$ cat src/rtl/lane_frame_composer.sv
// Purpose: composes the 8x8 red/green LED frame from note lanes, hit/miss flashes, score bar and win blink.
// Latency: 1 cycle; the frame registered at an edge reflects the inputs and state sampled at that edge.
// Backpressure: none; 'stop' freezes every state and output register until released.
module lane_frame_composer #(
  parameter int FLASH_CYCLES = 64,
  parameter int BLINK_CYCLES = 256,
  parameter int WIN_SCORE    = 10
) (
  input  logic            Clock,
  input  logic            Reset,
  input  logic            stop,
  input  logic [4:0]      lane0,
  input  logic [4:0]      lane1,
  input  logic [4:0]      lane2,
  input  logic [4:0]      lane3,
  input  logic [1:0]      point0,
  input  logic [1:0]      point1,
  input  logic [1:0]      point2,
  input  logic [1:0]      point3,
  input  logic [4:0]      total,
  output logic [7:0][7:0] red_array,
  output logic [7:0][7:0] green_array
);

  localparam int FCW = (FLASH_CYCLES > 1) ? $clog2(FLASH_CYCLES) : 1;
  localparam int BCW = (BLINK_CYCLES > 1) ? $clog2(BLINK_CYCLES) : 1;
  localparam logic [FCW-1:0] FLASH_LOAD = FCW'(FLASH_CYCLES - 1);
  localparam logic [BCW-1:0] BLINK_LAST = BCW'(BLINK_CYCLES - 1);
  localparam logic [4:0]     WIN_TH     = 5'(WIN_SCORE);

  localparam logic [1:0] FL_NONE = 2'b00;
  localparam logic [1:0] FL_HIT  = 2'b01;
  localparam logic [1:0] FL_MISS = 2'b10;

  typedef enum logic [1:0] {PLAY, WIN_ON, WIN_OFF} state_t;

  state_t               state, state_nxt;
  logic [BCW-1:0]       blink_cnt, blink_nxt;
  logic [3:0][FCW-1:0]  flash_cnt, flash_cnt_nxt;
  logic [3:0][1:0]      flash_type, flash_type_nxt;
  logic [7:0][7:0]      red_nxt, green_nxt;

  logic [3:0][4:0]      lanes;
  logic [3:0][1:0]      points;
  logic                 win_req;

  assign lanes   = {lane3, lane2, lane1, lane0};
  assign points  = {point3, point2, point1, point0};
  assign win_req = (total >= WIN_TH);

  // Game-state and blink sequencing: score exit takes priority over the blink toggle.
  always_comb begin
    state_nxt = state;
    blink_nxt = blink_cnt;
    case (state)
      PLAY: begin
        if (win_req) begin
          state_nxt = WIN_ON;
          blink_nxt = '0;
        end
      end
      WIN_ON, WIN_OFF: begin
        if (!win_req) begin
          state_nxt = PLAY;
          blink_nxt = '0;
        end else if (blink_cnt == BLINK_LAST) begin
          state_nxt = (state == WIN_ON) ? WIN_OFF : WIN_ON;
          blink_nxt = '0;
        end else begin
          blink_nxt = blink_cnt + BCW'(1);
        end
      end
      default: begin
        state_nxt = PLAY;
        blink_nxt = '0;
      end
    endcase
  end

  // Per-lane flash timers: events only count while staying in PLAY; any win entry/exit clears them.
  always_comb begin
    flash_cnt_nxt  = flash_cnt;
    flash_type_nxt = flash_type;
    for (int i = 0; i < 4; i++) begin
      if (state == PLAY && state_nxt == PLAY) begin
        if (points[i] == FL_HIT || points[i] == FL_MISS) begin
          flash_type_nxt[i] = points[i];
          flash_cnt_nxt[i]  = FLASH_LOAD;
        end else if (flash_cnt[i] != '0) begin
          flash_cnt_nxt[i]  = flash_cnt[i] - FCW'(1);
        end else begin
          flash_type_nxt[i] = FL_NONE;
        end
      end else begin
        flash_type_nxt[i] = FL_NONE;
        flash_cnt_nxt[i]  = '0;
      end
    end
  end

  // Frame assembly from the next state so the registered frame has one cycle of latency.
  always_comb begin
    red_nxt   = '0;
    green_nxt = '0;
    case (state_nxt)
      WIN_ON:  green_nxt = '1;
      WIN_OFF: green_nxt = '0;
      default: begin
        for (int i = 0; i < 4; i++) begin
          for (int r = 0; r < 5; r++) begin
            green_nxt[r][2*i] = lanes[i][r];
          end
          if (flash_type_nxt[i] == FL_HIT) begin
            green_nxt[5][2*i]   = 1'b1;
            green_nxt[5][2*i+1] = 1'b1;
            green_nxt[6][2*i]   = 1'b1;
            green_nxt[6][2*i+1] = 1'b1;
          end else if (flash_type_nxt[i] == FL_MISS) begin
            red_nxt[5][2*i]     = 1'b1;
            red_nxt[5][2*i+1]   = 1'b1;
            red_nxt[6][2*i]     = 1'b1;
            red_nxt[6][2*i+1]   = 1'b1;
          end
        end
        // Score bar: thermometer of total/4, green only.
        for (int c = 0; c < 8; c++) begin
          green_nxt[7][c] = (c < int'(total[4:2]));
        end
      end
    endcase
  end

  // State, timers and frame registers; reset wins over stop, stop freezes everything.
  always_ff @(posedge Clock) begin
    if (Reset) begin
      state       <= PLAY;
      blink_cnt   <= '0;
      flash_cnt   <= '0;
      flash_type  <= '0;
      red_array   <= '0;
      green_array <= '0;
    end else if (!stop) begin
      state       <= state_nxt;
      blink_cnt   <= blink_nxt;
      flash_cnt   <= flash_cnt_nxt;
      flash_type  <= flash_type_nxt;
      red_array   <= red_nxt;
      green_array <= green_nxt;
    end
  end

endmodule

$ cat config.mk
export PLATFORM = sky130hd
export DESIGN_NAME = lane_frame_composer
export DESIGN_NICKNAME = d
export VERILOG_FILES = /design/src/rtl/lane_frame_composer.sv
export SDC_FILE = /design/constraint.sdc
export NUM_CORES = 1
export LEC_CHECK = 0
export BUFFER_PORTS_ARGS = -buffer_cell sky130_fd_sc_hd__buf_2
export CAP_MARGIN = 0
export CORE_UTILIZATION = 51
export CTS_CLUSTER_SIZE = 40
export DETAILED_ROUTE_END_ITERATION = 10
export MAX_ROUTING_LAYER = met4
export PLACE_DENSITY = 0.9
export SLEW_MARGIN = 25
export SYNTH_ARGS = -nofsm -noshare
export SYNTH_HDL_FRONTEND = slang
export SYNTH_SLANG_ARGS = --single-unit
$ cat constraint.sdc
create_clock -name Clock -period 2.9 [get_ports Clock]
set_input_delay 0.435 -clock Clock [delete_from_list [all_inputs] [get_ports Clock]]
set_output_delay 0.435 -clock Clock [all_outputs]
set_load 0.02 [all_outputs]
==> Implementation_results.wiki <==
{| class="wikitable"
! Metric !! Value
|-
| Startpoint of the lowest-slack hold path || Reset
|-
| Critical Path Slowest Stage Cell || ha_2
|-
| Yosys cell types || 55
|-
| Transition time of the tightest slew-check pin || 0.748 ns
|-
| Total number of H-tree levels || 3
|-
| Antenna-violating nets left || 0
|-
| TritonCTS clock tree || yes
|-
| Core Footprint || 8810 um^2
|-
| Area growth from synthesis to layout || 9.69%
|-
| Cell Pwr Density || 661 nW/um^2
|-
| Top cells by instance count after synthesis || buf_4, a21oi_1, dfxtp_1
|-
| Number of ports placed on the die boundary || 164
|-
| Launch point of the worst reg-to-reg path || state[0]
|-
| Sort of element at the start of the critical path || register
|-
| Count of buffer and inverter cells on the critical path || 4
|-
| Most common cell in the synthesized netlist || buf_4
|-
| Count of buffers inserted at the top-level ports || 114
|-
| Total count of hold-check failures in the final report || 0
|-
| Tightest hold margin || 0.454 ns
|-
| Core Rows || 34
|-
| Flops & latches, synth || 78
|-
| Hold bufs inserted after CTS || 0
|-
| Shortest clock period the worst path allows after layout || 2.67 ns
|-
| Tot GR Track Use || 24.6%
|-
| Wire length per cell || 14.9 um
|-
| Violations in the final reports || DRC
|-
| Sequential cell area fraction in the yosys report || 33.4%
|-
| Fraction of the cycle the final worst path needs || 92.1%
|-
| Initial antenna violation count || 0
|-
| DRT iter0 DRCs || 427
|-
| Crit path capture type || register
|-
| Number of sinks handled by clock tree synthesis || 78
|-
| Via count normalized by instance count || 5.72
|-
| Syn avg cell area || 7.84 um^2
|-
| Top area cells in the synthesized netlist || dfxtp_1, buf_4, a21oi_1
|-
| Finished Core Util || 58.2%
|-
| Max_slew headroom || 49.9%
|-
| Total Routed Length || 11.5 mm
|-
| Placed cell count || 759
|-
| Die outline area || 9550 um^2
|-
| Async SR Flop Fraction || 0%
|-
| Total DRC errors in the routed layout || 12
|-
| Total number of vias || 4445
|-
| Yosys warnings || 0
|-
| VDD IR max || 0.000404 V
|-
| Max-cap violation count || 0
|-
| Largest delay contributor family on the critical path || adder cells
|-
| Most frequently used flop master after synthesis || dfxtp_1
|-
| Height of the chip || 97.7 um
|-
| Crit path largest cell delay || 0.40 ns
|-
| Cell area after synthesis || 4670 um^2
|-
| Number of cells on the worst hold path || 2
|-
| Biggest area consumer among synthesized cells || dfxtp_1
|-
| Portion of synthesized cell area occupied by the leading cell type || 33.4%
|-
| Largest fanout on the critical path || 16
|-
| Proportion of layout cells with a drive suffix above 1 || 26.9%
|-
| Worst hold path type || primary input to register
|-
| Initial Util || 53.1%
|-
| R2R Setup Slk || 0.23 ns
|-
| Antenna diode instance count || 0
|-
| Cell breakdown of the critical path || inv_1, ha_1, inv_1, nor4_1, o22ai_1, a21o_1, ha_2, clkinvlp_4, buf_4, nand2_1, a21oi_1, a21oi_1, nor2_1
|-
| Inserted Clock Buffers || 9
|-
| CP required || 3.14 ns
|-
| Number of global-route vias before repair || 4045
|-
| Upper clock frequency limit || 0.374 GHz
|-
| Slew Viols, Final || 0
|-
| Static leakage power || 0.00234 uW
|-
| Non-filler instance count after layout || 777
|-
| CTS clk-pin slew, worst paths || 0.08 ns
|-
| EDFF count, synth || 0
|-
| Cell at the root of the clock tree || clkbuf_8
|-
| Cells after synthesis || 596
|-
| Insertion delay of the later-clocked pin in the worst-skew pair || 0.36 ns
|-
| Outcome || finished, violations left
|-
| Max Clock Skew || 0.0101 ns
|-
| Worst R2R Path Depth || 13
|-
| Final net count || 714
|-
| Sum Neg Setup Slack || 0 ns
|-
| Pre-antenna DRT Iters || 8
|-
| WP data arrival || 2.91 ns
|-
| Worst-case clock buffer depth || 2
|-
| R2R Path End || green_array[30]
|-
| # setup viols final || 0
|-
| Grt ovf || 0
|-
| Capture endpoint of the worst hold path || blink_cnt[6]
|-
| Die extent in x || 97.7 um
|-
| Detailed placer's ending HPWL || 7.89 mm
|-
| Global-route wire length before repair || 18.6 mm
|-
| Worst Path Class, Setup || register to register
|-
| Placer Congestion || 0.886
|-
| Largest net degree at the start of global routing || 53
|}
## logic make-up (layout without fill, tap and decap cells)
kind of cell / count (synthesis) / in the layout / share of synthesized area (%)
buf+inv: 140 / 166 / 18.7
xor+xnor: 3 / 3 / 0.562
mux: 3 / 3 / 0.643
simple gates: 176 / 176 / 17.9
fa+ha+maj: 14 / 14 / 3.75
other cells: 1 / 48 / 0.0802
compound gates: 181 / 181 / 25.0
flops: 78 / 78 / 33.4
## report_power, final
| part | internal (uW) | total, uW | switching (uW) |
|---|---|---|---|
| Combinational | 444 | 1260 | 813 |
| Sequential | 1180 | 1280 | 96.2 |
| Clock | 445 | 851 | 406 |
| Total | 2070 | 3390 | 1320 |
## cells in the final DEF (no fill, tap or decap), types with 14 or more instances in the layout
cell,Yosys,layout
a21oi_1,80,79
a31oi_1,24,24
buf_2,1,114
buf_4,92,14
conb_1,1,48
dfxtp_1,78,76
inv_1,20,19
nand2_1,44,42
nor2_1,60,58
o21ai_0,21,21
## metal layers
layer | GRT usage (%) | up-vias | routed length [um]
met2 | 41.2 | 228 | 5820
li1 | - | 2106 | -
met1 | 28.6 | 2064 | 4560
met4 | 9.67 | 0 | 365
met5 | - | - | 0
met3 | 5.18 | 47 | 793
## timing repair
action	in CTS	in global routing
setup endpoints to repair	5	44
buffers inserted	2	0
resized for setup	1	10
## worst max path at each step
| stage | startpoint | endpoint | slack, ns | cells after the start |
|---|---|---|---|---|
| 3_3_place_gp | state[1] | green_array[0] | 0.15 | 13 |
| 4_1_cts | blink_cnt[0] | flash_cnt[3] | 0.01 | 11 |
| 2_1_floorplan | state[0] | flash_cnt[21] | 0.33 | 13 |
| 3_5_place_dp | state[1] | green_array[0] | 0.02 | 13 |
| 6_report | state[0] | green_array[30] | 0.23 | 13 |
| 5_1_grt | blink_cnt[0] | green_array[36] | -0.01 | 13 |
## stage by stage
| stage | instance area (um^2) | total power [uW] | setup WS (ns) |
|---|---|---|---|
| after floorplan | 4850 | 2270 | 0.326 |
| after global placement | 4870 | 2450 | 0.146 |
| after detailed placement | 4870 | 2500 | 0.0223 |
| after CTS | 5100 | 3360 | 0.0123 |
| after global routing | 5130 | 3570 | -0.0139 |
| final | 5130 | 3390 | 0.230 |
## final cells by class
class                      instances  area [um^2]
tap                              108          135
clock inverter                     5         57.6
fill                             780         3680
clock buffer                      11          151
timing repair buffer             129          696
inverter                          21         82.6
sequential                        78         1560
multi-input combinational        425         2440
## worst reg2reg max path: cells and delay by family, from the launching register on
kind | cells | cell delay (ns)
flops | 1 | 0.38
compound gates | 4 | 0.59
simple gates | 3 | 0.40
fa+ha+maj | 2 | 0.69
buf+inv | 4 | 0.48
## state kept, by name, summed over array words and instances (netlist names)
register	cells
flash_cnt	24
red_array	4
green_array	32
state	2
blink_cnt	8
flash_type	8
(Power assumes the default switching activity.)
